**src/rtl/axi_ic_defines_pkg.sv**
```systemverilog
// ---------------------------------------------------------------------------
// axi_ic_defines
//   Shared interconnect definitions used by the AXI read/write return-path
//   routers and their helper blocks.
//   - AXI RRESP/BRESP encodings
//   - master-index width derivation (macro and equivalent constant function)
// ---------------------------------------------------------------------------
`ifndef AXI_IC_DEFINES_SVH
`define AXI_IC_DEFINES_SVH
// Width of a master index for n masters; a single master still needs 1 bit.
`define AXI_IC_IDX_W(n) (((n) > 1) ? $clog2(n) : 1)
`endif

package axi_ic_defines;

  localparam logic [1:0] AXI_RESP_OKAY   = 2'b00;
  localparam logic [1:0] AXI_RESP_EXOKAY = 2'b01;
  localparam logic [1:0] AXI_RESP_SLVERR = 2'b10;
  localparam logic [1:0] AXI_RESP_DECERR = 2'b11;

  // Constant-function form of AXI_IC_IDX_W, usable in parameter port lists
  // without depending on macro visibility across compilation units.
  function automatic int idx_width(input int n);
    if (n > 1) begin
      return $clog2(n);
    end else begin
      return 1;
    end
  endfunction

endpackage

```
**src/rtl/axi_ic_order_fifo.sv**
```systemverilog
// ---------------------------------------------------------------------------
// axi_ic_order_fifo
//   Register-based synchronous FIFO that records the order in which bursts
//   were granted, so responses can be steered back in the same order.
//   Shared by the R- and B-channel return routers.
//
//   Ports
//     clk, rst      clock, asynchronous active-high reset
//     push          request to write push_data
//     push_data     entry to append (master index)
//     pop           request to retire the head entry
//     head          combinational view of the oldest entry
//     count         number of stored entries (registered)
//     full, empty   registered status flags
//     push_ok       push was taken this cycle (a same-cycle pop frees room)
// ---------------------------------------------------------------------------
module axi_ic_order_fifo #(
  parameter  int WIDTH = 2,
  parameter  int DEPTH = 4,
  localparam int PTR_W = $clog2(DEPTH),
  localparam int CNT_W = $clog2(DEPTH) + 1
) (
  input  logic             clk,
  input  logic             rst,
  input  logic             push,
  input  logic [WIDTH-1:0] push_data,
  input  logic             pop,
  output logic [WIDTH-1:0] head,
  output logic [CNT_W-1:0] count,
  output logic             full,
  output logic             empty,
  output logic             push_ok
);

  logic [WIDTH-1:0] mem_r [DEPTH];
  logic [PTR_W-1:0] wr_ptr_r;
  logic [PTR_W-1:0] rd_ptr_r;
  logic [CNT_W-1:0] count_r;
  logic             full_r;
  logic             empty_r;

  logic             pop_ok_s;
  logic             push_ok_s;
  logic [CNT_W-1:0] count_nxt_s;

  // Qualify push/pop and compute the next occupancy.
  always_comb begin
    pop_ok_s    = pop & ~empty_r;
    // A pop in the same cycle frees the slot, so a push is legal even when full.
    push_ok_s   = push & (~full_r | pop_ok_s);
    count_nxt_s = count_r;
    if (push_ok_s && !pop_ok_s) begin
      count_nxt_s = count_r + CNT_W'(1);
    end else if (!push_ok_s && pop_ok_s) begin
      count_nxt_s = count_r - CNT_W'(1);
    end else begin
      count_nxt_s = count_r;
    end
  end

  // Pointer, occupancy and status-flag registers.
  always_ff @(posedge clk or posedge rst) begin
    if (rst) begin
      wr_ptr_r <= {PTR_W{1'b0}};
      rd_ptr_r <= {PTR_W{1'b0}};
      count_r  <= {CNT_W{1'b0}};
      full_r   <= 1'b0;
      empty_r  <= 1'b1;
    end else begin
      // DEPTH is a power of two, so pointers wrap naturally.
      if (push_ok_s) begin
        wr_ptr_r <= wr_ptr_r + PTR_W'(1);
      end
      if (pop_ok_s) begin
        rd_ptr_r <= rd_ptr_r + PTR_W'(1);
      end
      count_r <= count_nxt_s;
      full_r  <= (count_nxt_s == CNT_W'(DEPTH));
      empty_r <= (count_nxt_s == {CNT_W{1'b0}});
    end
  end

  // Entry storage; when full with a simultaneous pop the write lands in the
  // slot being read, which is safe because the read is this cycle's value.
  always_ff @(posedge clk or posedge rst) begin
    if (rst) begin
      for (int i = 0; i < DEPTH; i++) begin
        mem_r[i] <= {WIDTH{1'b0}};
      end
    end else if (push_ok_s) begin
      mem_r[wr_ptr_r] <= push_data;
    end
  end

  assign head    = mem_r[rd_ptr_r];
  assign count   = count_r;
  assign full    = full_r;
  assign empty   = empty_r;
  assign push_ok = push_ok_s;

endmodule

```
**src/rtl/axi_rd_resp_router.sv**
```systemverilog
// ---------------------------------------------------------------------------
// axi_rd_resp_router
//   Return path of the round-robin read arbiter for a single in-order slave.
//   Every accepted AR records its winning master index in an order FIFO; the
//   shared slave R channel is then steered, one whole burst per entry, to that
//   master through a one-beat registered output slice. The entry retires on
//   the beat carrying RLAST.
//
//   Ports
//     clk, rst       clock, asynchronous active-high reset
//     ar_fire        AR handshake completed on the slave side
//     ar_index       master index granted for that AR
//     order_full     order FIFO full; arbiter must not grant
//     outstanding    bursts in flight (FIFO occupancy)
//     push_err       sticky: AR dropped (FIFO full without pop, or bad index)
//     s_r*           shared slave R channel (s_rready driven here)
//     m_r*           per-master R channels, lane i at [i*W +: W]
// ---------------------------------------------------------------------------
module axi_rd_resp_router
  import axi_ic_defines::*;
#(
  parameter  int REQ_NUM    = 3,
  parameter  int DATA_WIDTH = 128,
  parameter  int DEPTH      = 4,
  localparam int IDX_W      = idx_width(REQ_NUM),
  localparam int CNT_W      = $clog2(DEPTH) + 1
) (
  input  logic                          clk,
  input  logic                          rst,
  input  logic                          ar_fire,
  input  logic [IDX_W-1:0]              ar_index,
  output logic                          order_full,
  output logic [CNT_W-1:0]              outstanding,
  output logic                          push_err,
  input  logic [DATA_WIDTH-1:0]         s_rdata,
  input  logic [1:0]                    s_rresp,
  input  logic                          s_rlast,
  input  logic                          s_rvalid,
  output logic                          s_rready,
  output logic [REQ_NUM*DATA_WIDTH-1:0] m_rdata,
  output logic [REQ_NUM*2-1:0]          m_rresp,
  output logic [REQ_NUM-1:0]            m_rlast,
  output logic [REQ_NUM-1:0]            m_rvalid,
  input  logic [REQ_NUM-1:0]            m_rready
);

  // Order FIFO interface
  logic             idx_ok_s;
  logic             fifo_push_s;
  logic             fifo_push_ok_s;
  logic             fifo_pop_s;
  logic [IDX_W-1:0] fifo_head_s;
  logic [CNT_W-1:0] fifo_count_s;
  logic             fifo_full_s;
  logic             fifo_empty_s;

  // Output slice state
  logic             slice_valid_r;
  logic [IDX_W-1:0] slice_dest_r;
  logic             dest_ready_s;
  logic             s_rready_s;
  logic             accept_s;

  logic [REQ_NUM*DATA_WIDTH-1:0] m_rdata_r;
  logic [REQ_NUM*2-1:0]          m_rresp_r;
  logic [REQ_NUM-1:0]            m_rlast_r;
  logic [REQ_NUM-1:0]            m_rvalid_r;
  logic                          push_err_r;

  // Index range check; one extra bit so REQ_NUM == 2**IDX_W compares correctly.
  always_comb begin
    idx_ok_s    = ({1'b0, ar_index} < (IDX_W + 1)'(REQ_NUM));
    fifo_push_s = ar_fire & idx_ok_s;
  end

  axi_ic_order_fifo #(
    .WIDTH (IDX_W),
    .DEPTH (DEPTH)
  ) u_order_fifo (
    .clk       (clk),
    .rst       (rst),
    .push      (fifo_push_s),
    .push_data (ar_index),
    .pop       (fifo_pop_s),
    .head      (fifo_head_s),
    .count     (fifo_count_s),
    .full      (fifo_full_s),
    .empty     (fifo_empty_s),
    .push_ok   (fifo_push_ok_s)
  );

  // Ready of the master currently owning the slice, plus slave handshake.
  always_comb begin
    dest_ready_s = 1'b0;
    for (int i = 0; i < REQ_NUM; i++) begin
      dest_ready_s = dest_ready_s | (m_rready[i] & (slice_dest_r == IDX_W'(i)));
    end
    // Without a FIFO entry there is no known destination, so the beat stalls.
    s_rready_s = ~fifo_empty_s & (~slice_valid_r | dest_ready_s);
    accept_s   = s_rvalid & s_rready_s;
    // The last beat retires the head immediately, so the next beat (even the
    // very next cycle) already sees the following burst's destination.
    fifo_pop_s = accept_s & s_rlast;
  end

  // Output slice: load on accept, drain when the owning master takes the beat.
  always_ff @(posedge clk or posedge rst) begin
    if (rst) begin
      slice_valid_r <= 1'b0;
      slice_dest_r  <= {IDX_W{1'b0}};
      m_rvalid_r    <= {REQ_NUM{1'b0}};
      m_rdata_r     <= {(REQ_NUM*DATA_WIDTH){1'b0}};
      m_rresp_r     <= {REQ_NUM{AXI_RESP_OKAY}};
      m_rlast_r     <= {REQ_NUM{1'b0}};
    end else if (accept_s) begin
      slice_valid_r <= 1'b1;
      slice_dest_r  <= fifo_head_s;
      // Only the destination lane carries the beat; every other lane is zero.
      for (int i = 0; i < REQ_NUM; i++) begin
        if (fifo_head_s == IDX_W'(i)) begin
          m_rvalid_r[i]                          <= 1'b1;
          m_rdata_r[i*DATA_WIDTH +: DATA_WIDTH]  <= s_rdata;
          m_rresp_r[i*2 +: 2]                    <= s_rresp;
          m_rlast_r[i]                           <= s_rlast;
        end else begin
          m_rvalid_r[i]                          <= 1'b0;
          m_rdata_r[i*DATA_WIDTH +: DATA_WIDTH]  <= {DATA_WIDTH{1'b0}};
          m_rresp_r[i*2 +: 2]                    <= AXI_RESP_OKAY;
          m_rlast_r[i]                           <= 1'b0;
        end
      end
    end else if (slice_valid_r && dest_ready_s) begin
      slice_valid_r <= 1'b0;
      m_rvalid_r    <= {REQ_NUM{1'b0}};
      m_rdata_r     <= {(REQ_NUM*DATA_WIDTH){1'b0}};
      m_rresp_r     <= {REQ_NUM{AXI_RESP_OKAY}};
      m_rlast_r     <= {REQ_NUM{1'b0}};
    end
  end

  // Sticky error: any AR that could not be recorded.
  always_ff @(posedge clk or posedge rst) begin
    if (rst) begin
      push_err_r <= 1'b0;
    end else if (ar_fire && !fifo_push_ok_s) begin
      push_err_r <= 1'b1;
    end
  end

  assign s_rready    = s_rready_s;
  assign m_rvalid    = m_rvalid_r;
  assign m_rdata     = m_rdata_r;
  assign m_rresp     = m_rresp_r;
  assign m_rlast     = m_rlast_r;
  assign order_full  = fifo_full_s;
  assign outstanding = fifo_count_s;
  assign push_err    = push_err_r;

endmodule

```
**config.mk**
```make
export PLATFORM = sky130hd
export DESIGN_NAME = axi_rd_resp_router
export DESIGN_NICKNAME = d
export VERILOG_FILES = /design/src/rtl/axi_ic_defines_pkg.sv /design/src/rtl/axi_ic_order_fifo.sv /design/src/rtl/axi_rd_resp_router.sv
export SDC_FILE = /design/constraint.sdc
export NUM_CORES = 1
export LEC_CHECK = 0
export BUFFER_PORTS_ARGS = -buffer_cell sky130_fd_sc_hd__buf_2
export CORE_AREA = 5 5 209 211
export DETAILED_ROUTE_END_ITERATION = 8
export DIE_AREA = 0 0 214 216
export GPL_TIMING_DRIVEN = 0
export PLACE_DENSITY = 0.64
export SLEW_MARGIN = 20
export SYNTH_ARGS = -nofsm -noshare
export SYNTH_HDL_FRONTEND = slang
export SYNTH_SLANG_ARGS = --single-unit
```
**constraint.sdc**
```tcl
create_clock -name clk -period 18 [get_ports clk]
set_input_delay 3.6 -clock clk [delete_from_list [all_inputs] [get_ports clk]]
set_output_delay 3.6 -clock clk [all_outputs]
set_load 0.01 [all_outputs]
```
==> results.sh <==
export IMPL_grt_max_degree=108
export IMPL_timing_rr_start="slice_dest_r[1]"
export IMPL_dp_hpwl_mm=37.3
export IMPL_cp_required_ns=14.40
export IMPL_holdBufCountCts=0
export IMPL_die_x_um=214
export IMPL_timing_fmax_mhz=123
export IMPL_path_cells="buf_2 > mux2i_1 > o221ai_2 > nor2b_1 > buf_2"
export IMPL_grt_pass1_vias=12400
export IMPL_worst_ep_arrival_time_ns=4.50
export IMPL_grt_overflow=0
export IMPL_synth_area_per_cell_um2=15.2
export IMPL_crit_fanout=10
export IMPL_place_area_um2=18400
export IMPL_synthFlopType="dfrtp_1"
export IMPL_hold_viol=0
export IMPL_min_to="push_err"
export IMPL_top_layer="met5"
export IMPL_place_ws_ns=9.93
export IMPL_cp_end_kind="primary output"
export IMPL_cap_violations=0
export IMPL_r2r_end="m_rdata[261]"
export IMPL_cts_buffers_inserted=45
export IMPL_fin_nets=1721
export IMPL_wl_met2_mm=24.7
export IMPL_synth_edf_count=0
export IMPL_drcViolationCount=0
export IMPL_cp_buffers_inverters=2
export IMPL_cts_max_path_buffers=3
export IMPL_die_area_um2=46200
export IMPL_drv_slew=0
export IMPL_synth_top_cell_area_share_pct=69.6
export IMPL_fillers=3730
export IMPL_ys_warn_count=0
export IMPL_finalSetupViolCount=0
export IMPL_reg2regPathDepth=6
export IMPL_grt_use_total_pct=21.4
export IMPL_yosys_area_top_type="dfrtp_1"
export IMPL_r2r_slack_ns=14.78
export IMPL_critPathTopFamily="compound AO/OA/AOI/OAI gates"
export IMPL_detail_route_antenna_nets=0
export IMPL_vdd_drop_max_v=0.0000962
export IMPL_htreeDepth=2
export IMPL_async_reset_ff_share_pct=100
export IMPL_critPathKind="primary input to primary output"
export IMPL_wl_per_cell_um=23.8
export IMPL_cts_tree="done"
export IMPL_area_delta_synth_final_pct=33.1
export IMPL_routed_wl_mm=51.3
export IMPL_timing_hold_ws_ns=0.464
export IMPL_seq_area_um2=10400
export IMPL_min_from="push_err"
export IMPL_setup_slack_ns=9.90
export IMPL_cts_sinks=417
export IMPL_gp_congestion=0.877
export IMPL_grt_pass1_wl_mm=78.1
export IMPL_period_needed_ns=8.10
export IMPL_start_util_pct=36.0
export IMPL_coreArea_um2=41600
export IMPL_rsz0062_at_grt="false"
export IMPL_synth_commonest_cells="dfrtp_1 (416), a22o_1 (393), clkbuf_1 (50)"
export IMPL_hold_depth=1
export IMPL_ys_ff_latch=417
export IMPL_finClkSkew_ns=0.0155
export IMPL_die_y_um=216
export IMPL_timing_final_crit_share_pct=45.0
export IMPL_cts_resized_gates=0
export IMPL_worst_pin_slew_ns=1.07
export IMPL_first_pass_iters=5
export IMPL_drtIter0Drc=951
export IMPL_synth_most_common_cell="dfrtp_1"
export IMPL_p_per_area_nw_per_um2=211
export IMPL_hold_class="register to register"
export IMPL_final_util_pct=47.9
export IMPL_cellLeakagePower_nw=11.0
export IMPL_pin_count=542
export IMPL_netlist_area_um2=14900
export IMPL_total_power_mw=4.19
export IMPL_ys_types=40
export IMPL_cp_slowest_cell="o221ai_2"
export IMPL_portBuffers=541
export IMPL_clockRootBuffer="clkbuf_16"
export IMPL_multiInputGateArea_um2=4080
export IMPL_maxSlewHeadroom_pct=28.8
export IMPL_worstSetupStartpointType="primary input"
export IMPL_insertion_delay_ns=0.55
export IMPL_antenna_found_initial=4
export IMPL_drive_above_1_share_pct=42.0
export IMPL_via_per_inst=5.40
export IMPL_vias=11600
export IMPL_dr_wl_met3_mm=4.16
export IMPL_syn_nets=1129
export IMPL_synthCells=983
export IMPL_post_cts_buffers=0
export IMPL_synth_area_top_cells="dfrtp_1 (70%), a22o_1 (23%), clkbuf_1 (1.3%)"
export IMPL_final_area_um2=19900
export IMPL_met1_length_mm=20.8
export IMPL_outcome="completed"
export IMPL_yosysSeqAreaShare_pct=69.8
export IMPL_clkTransAtPathRegs_ns=0.06
export IMPL_max_stage_delay_ns=0.41
export IMPL_num_rows=75
export IMPL_crit_top_cell="buf_2"
## stage by stage
stage               cells  setup TNS, ns
floorplan             983              0
global placement     2063        -517.84
detailed placement   2067              0
CTS                  2148              0
global route         2149              0
finish               2150              0
## cell usage in the layout (no fill, tap or decap), types with 3 or more instances in the layout
| cell type | Yosys | routed |
|---|---|---|
| buf_2 | 19 | 560 |
| dfrtp_1 | 416 | 416 |
| a22o_1 | 393 | 393 |
| clkbuf_1 | 50 | 58 |
| clkbuf_16 | 0 | 45 |
| buf_4 | 16 | 16 |
| clkinv_2 | 0 | 12 |
| mux2_2 | 11 | 11 |
| nand2_1 | 10 | 10 |
| clkbuf_8 | 0 | 10 |
| nor2_1 | 7 | 7 |
| inv_1 | 7 | 6 |
| ha_1 | 6 | 6 |
| xnor2_1 | 4 | 4 |
| o21ai_0 | 4 | 4 |
| a21o_1 | 4 | 4 |
| buf_16 | 0 | 4 |
| a21boi_0 | 3 | 3 |
## cell families after synthesis
group	Yosys count	synth area share [%]
AOI/OAI and AO/OA	416	24.1
xor gates and xnor gates	4	0.234
adders and majority gates	6	0.502
buffers and inverters	94	2.92
DFF	417	69.8
muxes	15	1.26
and+or+nand+nor	31	1.11
## sequential cells by signal, indices dropped and copies added, names as in the netlist
signal / cells
m_rdata: 384
u_order_fifo.empty: 1
m_rresp: 6
u_order_fifo.rd_ptr_r: 2
m_rvalid: 3
push_err: 1
u_order_fifo.mem_r: 8
slice_valid_r: 1
m_rlast: 3
u_order_fifo.wr_ptr_r: 2
u_order_fifo.full: 1
slice_dest_r: 2
u_order_fifo.count: 3
## routing by layer
metal	vias to the layer above	track usage, %
met5	-	0
met4	4	7.43
met3	92	6.31
met2	538	35.2
met1	5991	27.4
li1	4985	-
## worst max path at each step
stage | start | endpoint | slack [ns] | depth (start not counted)
after floorplan | rst | m_rdata[0] | 2.80 | 1
after global placement | rst | m_rdata[101] | -1.29 | 2
after detailed placement | m_rready[2] | s_rready | 9.93 | 5
after CTS | m_rready[2] | s_rready | 9.89 | 5
after global routing | m_rready[2] | s_rready | 9.82 | 5
final | m_rready[2] | s_rready | 9.90 | 5
## area by class of cell
| type | instances | share of cell area, % |
|---|---|---|
| sequential | 417 | 52.4 |
| tap | 539 | 3.39 |
| clock inverter | 17 | 0.742 |
| inverter | 7 | 0.170 |
| buffer | 87 | 2.07 |
| multi-input combinational | 472 | 20.5 |
| timing repair buffer | 545 | 14.2 |
| clock buffer | 64 | 6.52 |
| antenna | 2 | 0.0252 |
## power by group
part / total [mW] / switching, mW / internal [mW]
logic: 1.67 / 1.01 / 0.666
clock network: 0.903 / 0.372 / 0.531
registers: 1.61 / 0.260 / 1.35
total: 4.19 / 1.64 / 2.55
Power figures use the tool's default switching activity.
